[src/rtl/step_pattern_source.sv]
// rtl/step_pattern_source.sv - debounced push-button stepper presenting a loaded bit pattern one bit per press
module step_pattern_source #(
  parameter int PAT_W     = 16,
  parameter int IDX_W     = 5,
  parameter int DB_CYCLES = 500000,
  parameter int DB_W      = 19
) (
  input  logic             clock,
  input  logic             resetn,
  input  logic             key_n,
  input  logic             load,
  input  logic             loop_mode,
  input  logic [PAT_W-1:0] pattern,
  input  logic [IDX_W-1:0] pat_len,
  output logic             w,
  output logic             w_valid,
  output logic             step_pulse,
  output logic [IDX_W-1:0] bit_idx,
  output logic [1:0]       state_o,
  output logic             done
);

  typedef enum logic [1:0] {
    EMPTY = 2'b00,
    READY = 2'b01,
    PLAY  = 2'b10,
    DONE  = 2'b11
  } state_t;

  logic            sync1, sync2;
  logic            db_level, db_prev;
  logic [DB_W-1:0] db_cnt;

  // Two-flop synchroniser, then a stability counter; db_prev delays the level so
  // the press strobe lands one cycle after the debounced fall.
  always_ff @(posedge clock) begin
    if (!resetn) begin
      sync1      <= 1'b1;
      sync2      <= 1'b1;
      db_level   <= 1'b1;
      db_prev    <= 1'b1;
      db_cnt     <= '0;
      step_pulse <= 1'b0;
    end else begin
      sync1      <= key_n;
      sync2      <= sync1;
      db_prev    <= db_level;
      step_pulse <= db_prev & ~db_level;
      if (sync2 != db_level) begin
        if (db_cnt == DB_W'(DB_CYCLES - 1)) begin
          db_level <= sync2;
          db_cnt   <= '0;
        end else begin
          db_cnt <= db_cnt + DB_W'(1);
        end
      end else begin
        db_cnt <= '0;
      end
    end
  end

  state_t           state, state_n;
  logic [PAT_W-1:0] pattern_reg, pattern_n;
  logic [IDX_W-1:0] len_reg, len_n;
  logic [IDX_W-1:0] idx_n;
  logic             w_n, w_valid_n;
  logic [IDX_W-1:0] eff_len;
  logic [PAT_W-1:0] shifted;

  assign eff_len = (pat_len == '0 || pat_len > IDX_W'(PAT_W)) ? IDX_W'(PAT_W) : pat_len;
  assign shifted = pattern_reg << bit_idx;

  always_ff @(posedge clock) begin
    if (!resetn) begin
      state       <= EMPTY;
      pattern_reg <= '0;
      len_reg     <= IDX_W'(PAT_W);
      bit_idx     <= '0;
      w           <= 1'b0;
      w_valid     <= 1'b0;
    end else begin
      state       <= state_n;
      pattern_reg <= pattern_n;
      len_reg     <= len_n;
      bit_idx     <= idx_n;
      w           <= w_n;
      w_valid     <= w_valid_n;
    end
  end

  always_comb begin
    state_n   = state;
    pattern_n = pattern_reg;
    len_n     = len_reg;
    idx_n     = bit_idx;
    w_n       = w;
    w_valid_n = 1'b0;
    if (load) begin
      state_n   = READY;
      pattern_n = pattern;
      len_n     = eff_len;
      idx_n     = '0;
      w_n       = 1'b0;
    end else if (step_pulse && (state == READY || state == PLAY)) begin
      w_n       = shifted[PAT_W-1];
      w_valid_n = 1'b1;
      if (bit_idx != len_reg - IDX_W'(1)) begin
        idx_n   = bit_idx + IDX_W'(1);
        state_n = PLAY;
      end else if (loop_mode) begin
        idx_n   = '0;
        state_n = PLAY;
      end else begin
        state_n = DONE;
      end
    end
  end

  assign state_o = state;
  assign done    = (state == DONE);

endmodule

[config.mk]
export PLATFORM = sky130hd
export DESIGN_NAME = step_pattern_source
export DESIGN_NICKNAME = d
export VERILOG_FILES = /design/src/rtl/step_pattern_source.sv
export SDC_FILE = /design/constraint.sdc
export NUM_CORES = 1
export LEC_CHECK = 0
export BUFFER_PORTS_ARGS = -buffer_cell sky130_fd_sc_hd__buf_2
export CAP_MARGIN = 0
export CORE_MARGIN = 3
export CORE_UTILIZATION = 61
export CTS_CLUSTER_DIAMETER = 100
export DETAILED_ROUTE_END_ITERATION = 16
export PLACE_DENSITY = 0.8
export REMOVE_ABC_BUFFERS = 1
export SYNTH_ARGS = -nofsm -noshare
export SYNTH_HDL_FRONTEND = slang
export SYNTH_SLANG_ARGS = --single-unit
[constraint.sdc]
create_clock -name clock -period 4.1 [get_ports clock]
set_input_delay 0.205 -clock clock [delete_from_list [all_inputs] [get_ports clock]]
set_output_delay 0.205 -clock clock [all_outputs]
set_load 0.005 [all_outputs]
==> results of run 1 <==
-- logic make-up after synthesis --
logic type               after synthesis  synth area share (%)
AO/OA/AOI/OAI                         33                  9.30
XOR/XNOR                              21                  7.73
adder cells (fa/ha/maj)                5                  2.45
buffers and inverters                 20                  3.67
flip-flops                            54                  42.3
multiplexers                          24                  11.4
AND/OR/NAND/NOR                      106                  23.2
-- metal layers --
metal  vias up  routed length (um)  GRT usage (%)
met1       901                2320           26.5
met2        32                2190           32.4
met5         -                   0              0
met4         0                  61           8.98
li1        986                   -              -
met3         5                 186           3.41
-- cell usage after synthesis (5+ instances only) --
master and count:
o22ai_1 6, nand2b_1 6, mux2i_1 20, xor2_1 13
clkbuf_1 5, inv_1 8, o21ai_0 6, nor3_1 6
nand4_1 5, a21oi_1 8, nor2_1 17, nand3_1 10
ha_1 5, and2_1 6, nand2_1 21, xnor2_1 7
nor2b_1 17, dfxtp_1 54
-- power groups by stage --
stage | clock, mW | combinational, mW | sequential [mW]
floorplan | 0 | 0.0463 | 0.555
global placement | 0 | 0.0714 | 0.557
detailed placement | 0 | 0.0741 | 0.557
CTS | 0.315 | 0.0744 | 0.545
global route | 0.337 | 0.0833 | 0.547
finish | 0.312 | 0.0740 | 0.545
-- path summary, 6_finish.rpt --
check / to / slack, ns / cells after the start
max: bit_idx[4] / 2.28 / 4
min: sync1 / 0.07 / 2
max reg2reg: bit_idx[4] / 2.28 / 4
min reg2reg: step_pulse / 0.42 / 2
-- per-stage QoR --
step	total power [mW]	cells	hold slack, ns	area, um2	utilization (%)
finish	0.931	343	0.0661	2830	73.4
global route	0.967	343	0.0631	2830	73.4
CTS	0.934	343	0.0629	2830	73.4
detailed placement	0.631	335	0.395	2730	70.9
global placement	0.628	335	0.389	2730	70.9
floorplan	0.601	251	0.267	2490	-
-- cells in the final DEF (no fill, tap or decap), drive strengths merged, types with 7 or more instances in the layout --
cell type,n
nand2,21
inv,8
xnor2,7
nor2,17
xor2,13
buf,36
nor2b,17
nand3,11
a21oi,9
dfxtp,54
mux2i,20
-- worst register-to-register path: cells and delay by family (launching register included) --
| family | cells | cell delay [ns] |
|---|---|---|
| flip-flops | 1 | 0.55 |
| AO/OA/AOI/OAI | 2 | 0.42 |
| XOR/XNOR | 1 | 0.49 |
| AND/OR/NAND/NOR | 1 | 0.23 |
-- area by class of cell --
| cell class | count | area [um2] | area share (%) |
|---|---|---|---|
| multi-input combinational | 189 | 1380 | 48.9 |
| sequential | 54 | 1080 | 38.2 |
| timing repair buffer | 36 | 180 | 6.37 |
| clock buffer | 6 | 82.6 | 2.92 |
| tap | 48 | 60.1 | 2.12 |
| inverter | 8 | 30.0 | 1.06 |
| clock inverter | 2 | 12.5 | 0.442 |
==> results.ini, run 1 <==
[clock_tree]
clkSinkCount=54
clk_pin_slew_ns=0.09
cts.repair.resized=0
cts_buffer_depth=2
cts_buffers=5
htree_levels=2
cts_hold_buf=0
post_cts_buffers=0
clk_latency_ns=0.31
root_buffer=clkbuf_8
cts_tree=yes

[synthesis]
async_reset_ff_share_pct=0
ys_warn_count=0
synth_edf_count=0
synth.area.top_cells=dfxtp_1 (42%), mux2i_1 (7.8%), xor2_1 (4.5%)
yosysSeqAreaShare_pct=42.3
avgSynthCellArea_um2=9.72
synthCells=263
synth.distinct_cells=42
synth_top_cell_area_share_pct=42.3
synth_seq_cells=54
synthFlopType=dfxtp_1
synth_area_um2=2560
synth_top_cell_by_area=dfxtp_1

[detailed_routing]
wl_mm=4.76
avgViaCountPerCell=5.61
drtIter0Drc=131
num_vias=1924
ant_nets=0
wl_per_cell_um=13.9
drcViolationCount=0
first_pass_iters=4

[pwr]
p_per_area_nw_per_um2=329
p_sw_share_pct=23.7
comb_power_share_pct=7.9
ir_drop_v=0.000317
switching_power_mw=0.221
internal_power_mw=0.711
p_clk_share_pct=33.5
pwr-share-seq_pct=58.5
p_leak_nw=1.11

[layout]
largest_reg_flops=19
fill_cells=309
syn2layout_area_growth_pct=10.6
drive_gt1_share_pct=18.6
final_nets=325
insertedDiodeCount=0

[worst_setup_path]
cp-start-kind=flip-flop
crit_slowest_cell=dfxtp_1
critPathMaxStageDelay_ns=0.55
cp_top_family=flip-flops
crit_type=reg2reg
worstSetupEndpointType=flip-flop
reg2reg_from=bit_idx[2]
required_ns=4.29
critical_path.startpoint=bit_idx[2]
critPathBufInv=0
path_cells=xnor3_1, and4b_1, a31oi_4, o32ai_1
crit_fanout=8
cp.arrival_ns=2.01

[sta]
period_share_pct=44.3
period_needed_ns=1.82
slew_headroom_pct=55.8
tns_ns=0
slew_violations=0
skew_ns=0.00254
rsz0062_at_grt=no
setup_ws_ns=2.28
max_freq_ghz=0.550
worstMarginPinSlew_ns=0.663
setup_viol=0
hold_viol_final=0

[grt]
grt_pass1_vias=1856
grt_usage_pct=20.1
grt_antenna_before_repair=0
grt_max_degree=30
grt_pass1_wl_mm=8.24
gr-total-overflow=0

[hold_path]
min_from=key_n
hp-class=in2reg

[die]
dieArea_um2=5010
die_w_um=70.8
core_region_area_um2=3850
rows=22
dieHeight_um=70.8
initial_core_util_pct=66.4
ios=37

[flow_run]
cap_violations=0

[place]
routabilityCongestion=0.814
port_buffers=36
dp_hpwl_mm=3.40
dp_slack_ns=2.31

[status]
status=finished, final reports clean

No activity file was read; power rests on OpenSTA's default activity.
==> inputs of run 2 (changes only) <==
- CORE_UTILIZATION: 61 -> 56
- PLACE_DENSITY: 0.8 -> 0.74
- clock period: 4.1 -> 1.8 ns (I/O delays scaled with it)
==> results.ini, run 2 (synthesized netlist as in run 1, its figures left out) <==
[worst_setup_path]
r2r-end=db_cnt[18]
crit_fanout=5
r2r_slack_ns=0.20
cp-start-kind=flip-flop
r2r_cells=5
worstSetupEndpointType=flip-flop
crit_type=reg2reg
crit_slowest_cell=or4_1
critPathMaxStageDelay_ns=0.42
required_ns=2.04
path_cells=ha_1, and4_1, nand3_2, or4_1, a21oi_1
reg2reg_from=db_cnt[0]
cp.arrival_ns=1.84

[sta]
slew_headroom_pct=72.6
slew_violations=0
whs_ns=0.0321
rsz0062_at_grt=no
period_needed_ns=1.60
worstMarginPinSlew_ns=0.409
max_freq_ghz=0.625
tns_ns=0
hold_viol_final=0
setup_viol=0
skew_ns=0.0109
period_share_pct=88.9

[place]
placed_cell_area_um2=2810
port_buffers=36
routabilityCongestion=0.817
dp_hpwl_mm=3.60

[layout]
regArea_um2=1080
drive_gt1_share_pct=21.1
fin_area_um2=2910
insertedDiodeCount=0
final_common_cell=dfxtp_1
syn2layout_area_growth_pct=13.9
largest_reg_flops=19
final_cell_mix=dfxtp_1 (54), buf_2 (36), nand2_1 (21)
final_nets=334
multi_input_area_um2=1390
fill_cells=358

[pwr]
pwr-share-seq_pct=59.5
p_clk_share_pct=31.9
p_sw_share_pct=23.8
p_leak_nw=1.16
comb_power_share_pct=8.6
switching_power_mw=0.498
finalPower_mw=2.09
p_per_area_nw_per_um2=717
ir_drop_v=0.000571
internal_power_mw=1.59

[die]
dieHeight_um=73.6
core_region_area_um2=4200
ios=37
dieArea_um2=5410
rows=23
die_w_um=73.6
initial_core_util_pct=60.9

[clock_tree]
cts_tree=yes
clkSinkCount=54
clk_pin_slew_ns=0.10
post_cts_buffers=0
cts_buffer_depth=2
root_buffer=clkbuf_8
htree_levels=2
cts_buffers=5
clk_latency_ns=0.31

[hold_path]
min_to=pattern_reg[3]
min_from=pattern[3]
hp-class=in2reg
min_path_cells=3

[detailed_routing]
wl_mm=4.80
avgViaCountPerCell=5.56
num_vias=1969
first_pass_iters=4
drtIter0Drc=70
ant_nets=0
wl_per_cell_um=13.6
drcViolationCount=0

[flow_run]
cap_violations=0

[grt]
grt_antenna_before_repair=0
gr-total-overflow=0
grt_usage_pct=19.3
grt_pass1_vias=1866
grt_max_degree=20
grt_pass1_wl_mm=8.22

[status]
status=finished, final reports clean

-- run 2: cell count changes in the layout (fill, tap and decap cells not counted), sizes merged --
cell | before | now
buf | 36 | 44
clkbuf | 6 | 5
clkinv | 1 | 2
dlygate4sd3 | 0 | 1
-- run 2: final cells by class --
cell class / count / share of cell area, %
clock inverter: 3 / 0.730
clock buffer: 5 / 2.36
multi-input combinational: 189 / 47.6
sequential: 54 / 37.1
timing repair buffer: 45 / 9.02
inverter: 8 / 1.03
tap: 50 / 2.15
-- run 2: layer usage --
| layer | global-route usage [%] | wire length (um) | vias up |
|---|---|---|---|
| li1 | - | - | 1010 |
| met4 | 5.43 | 44 | 0 |
| met5 | 0 | 0 | - |
| met3 | 4.10 | 208 | 6 |
| met2 | 33.3 | 2280 | 34 |
| met1 | 24.2 | 2270 | 919 |
-- run 2: how the worst max path moves through the flow --
stage          slack, ns  cells past startpoint  startpoint         end
2_1_floorplan       0.22                      4  bit_idx[2]  bit_idx[4]
3_3_place_gp        0.19                      6  len_reg[0]  bit_idx[2]
3_5_place_dp        0.15                      6  len_reg[0]  bit_idx[1]
4_1_cts             0.07                      6  len_reg[0]  bit_idx[1]
5_1_grt             0.04                      6  len_reg[0]  bit_idx[0]
6_report            0.20                      5   db_cnt[0]  db_cnt[18]
-- run 2: power groups by stage --
stage	logic, mW	registers (mW)	clock network [mW]
after floorplan	0.105	1.26	0
after global placement	0.173	1.27	0
after detailed placement	0.178	1.27	0
after CTS	0.180	1.24	0.685
after global routing	0.201	1.25	0.727
final	0.180	1.24	0.666
-- run 2: stage by stage --
stage	util, %	cells	setup slack, ns
floorplan	-	251	0.223
global placement	66.9	345	0.193
detailed placement	66.9	345	0.147
CTS	69.2	354	0.0742
global route	69.4	354	0.0433
finish	69.4	354	0.199
-- run 2: worst max-delay path, delay by kind of cell (launching register included) --
family,cells,cell delay [ns]
compound gates,1,0.14
fa+ha+maj,1,0.21
flops,1,0.37
simple gates,3,0.83
-- run 2: repair_timing --
item                                    4_1_cts  5_1_grt
endpoints found under the hold margin         1        0
endpoints found under the setup margin        0        5
hold buffers                                  1        0
gates resized for setup                       0        1
==> inputs of run 3 (changes only) <==
- CAP_MARGIN: 0 -> 15
- RECOVER_POWER: default -> 50
==> results.ini, run 3 (synthesized netlist as in run 1, its figures left out) <==
[status]
status=finished, final reports clean

[clock_tree]
htree_levels=2
cts_buffer_depth=2
clk_pin_slew_ns=0.10
root_buffer=clkbuf_8
cts_tree=yes
clk_latency_ns=0.31
cts_buffers=5
clkSinkCount=54

[die]
core_region_area_um2=4200
ios=37
die_w_um=73.6
rows=23
dieArea_um2=5410
dieHeight_um=73.6
initial_core_util_pct=60.9

[sta]
max_freq_ghz=0.625
whs_ns=0.0313
tns_ns=0
rsz0062_at_grt=no
worstMarginPinSlew_ns=0.949
period_needed_ns=1.60
skew_ns=0.0109
hold_viol_final=0
period_share_pct=88.9
slew_headroom_pct=36.7
setup_viol=0
slew_violations=0

[worst_setup_path]
worstSetupEndpointType=flip-flop
crit_fanout=5
r2r-end=db_cnt[18]
cp-start-kind=flip-flop
crit_slowest_cell=or4_1
critPathMaxStageDelay_ns=0.42
r2r_slack_ns=0.20
r2r_cells=5
crit_type=reg2reg
cp_top_family=simple AND/OR/NAND/NOR gates
path_cells=ha_1, and4_1, nand3_2, or4_1, a21oi_1
critPathBufInv=0
reg2reg_from=db_cnt[0]
required_ns=2.04
cp.arrival_ns=1.84

[detailed_routing]
num_vias=1964
drcViolationCount=0
wl_mm=4.82
avgViaCountPerCell=5.55
first_pass_iters=4
wl_per_cell_um=13.6
drtIter0Drc=69
ant_nets=0

[grt]
grt_max_degree=20
grt_usage_pct=19.3
grt_pass1_vias=1866
gr-total-overflow=0
grt_pass1_wl_mm=8.22
grt_antenna_before_repair=0

[hold_path]
min_to=pattern_reg[3]
min_path_cells=3
min_from=pattern[3]
hp-class=in2reg

[place]
placed_cell_area_um2=2810
dp_cells=345
dp_hpwl_mm=3.60
port_buffers=36
routabilityCongestion=0.817

[layout]
largest_reg_flops=19
final_nets=334
insertedDiodeCount=0
final_common_cell=dfxtp_1
fin_cells=354
final_cell_mix=dfxtp_1 (54), buf_2 (32), nand2_1 (21)
fill_cells=361
fin_area_um2=2900
syn2layout_area_growth_pct=13.6
drive_gt1_share_pct=19.7

[flow_run]
cap_violations=0

[pwr]
p_leak_nw=1.15
ir_drop_v=0.000571
p_per_area_nw_per_um2=719
finalPower_mw=2.09

run 3: layout make-up:
cell class,count,area [um2],share of cell area [%]
flip-flops and latches,54,1080,37.2
multi-input cells,189,1390,47.8
repair buffers,45,253,8.70
inverters,8,30.0,1.03
clock buffers,5,68.8,2.37
clock inverters,3,21.3,0.732
well taps,50,62.6,2.15
run 3: worst max-delay path by stage:
| stage | startpoint | endpoint | slack, ns | cells after the start |
|---|---|---|---|---|
| 6_report | db_cnt[0] | db_cnt[18] | 0.20 | 5 |
| 5_1_grt | len_reg[0] | bit_idx[0] | 0.04 | 6 |
| 4_1_cts | len_reg[0] | bit_idx[1] | 0.07 | 6 |
| 3_5_place_dp | len_reg[0] | bit_idx[1] | 0.15 | 6 |
| 3_3_place_gp | len_reg[0] | bit_idx[2] | 0.19 | 6 |
| 2_1_floorplan | bit_idx[2] | bit_idx[4] | 0.22 | 4 |
run 3: timing repair:
action	4_1_cts	5_1_grt
setup endpoints to repair	0	5
hold endpoints to repair	1	0
buffers inserted	0	0
hold buffers	1	0
resized for setup	0	1
run 3: stage by stage:
stage,util [%],worst slack (ns)
floorplan,-,0.223
global placement,66.9,0.193
detailed placement,66.9,0.147
CTS,69.2,0.0742
global route,69.1,0.0433
finish,69.1,0.199
run 3: metal layers:
layer  vias to the layer above  global-route usage, %  routed length (um)
met5                         -                      0                   0
met4                         0                   5.43                  44
li1                       1010                      -                   -
met1                       910                   24.2                2260
met3                         6                   4.10                 226
met2                        38                   33.3                2280
run 3: worst register-to-register path: cells and delay by family, from the launching register on:
kind / cells / cell delay [ns]
and+or+nand+nor: 3 / 0.83
DFF: 1 / 0.37
AOI/OAI and AO/OA: 1 / 0.14
adders and majority gates: 1 / 0.21
run 3: report_power, final:
group / total [mW] / internal [mW] / switching (mW)
clock: 0.666 / 0.274 / 0.392
sequential: 1.24 / 1.22 / 0.0196
combinational: 0.179 / 0.0923 / 0.0868
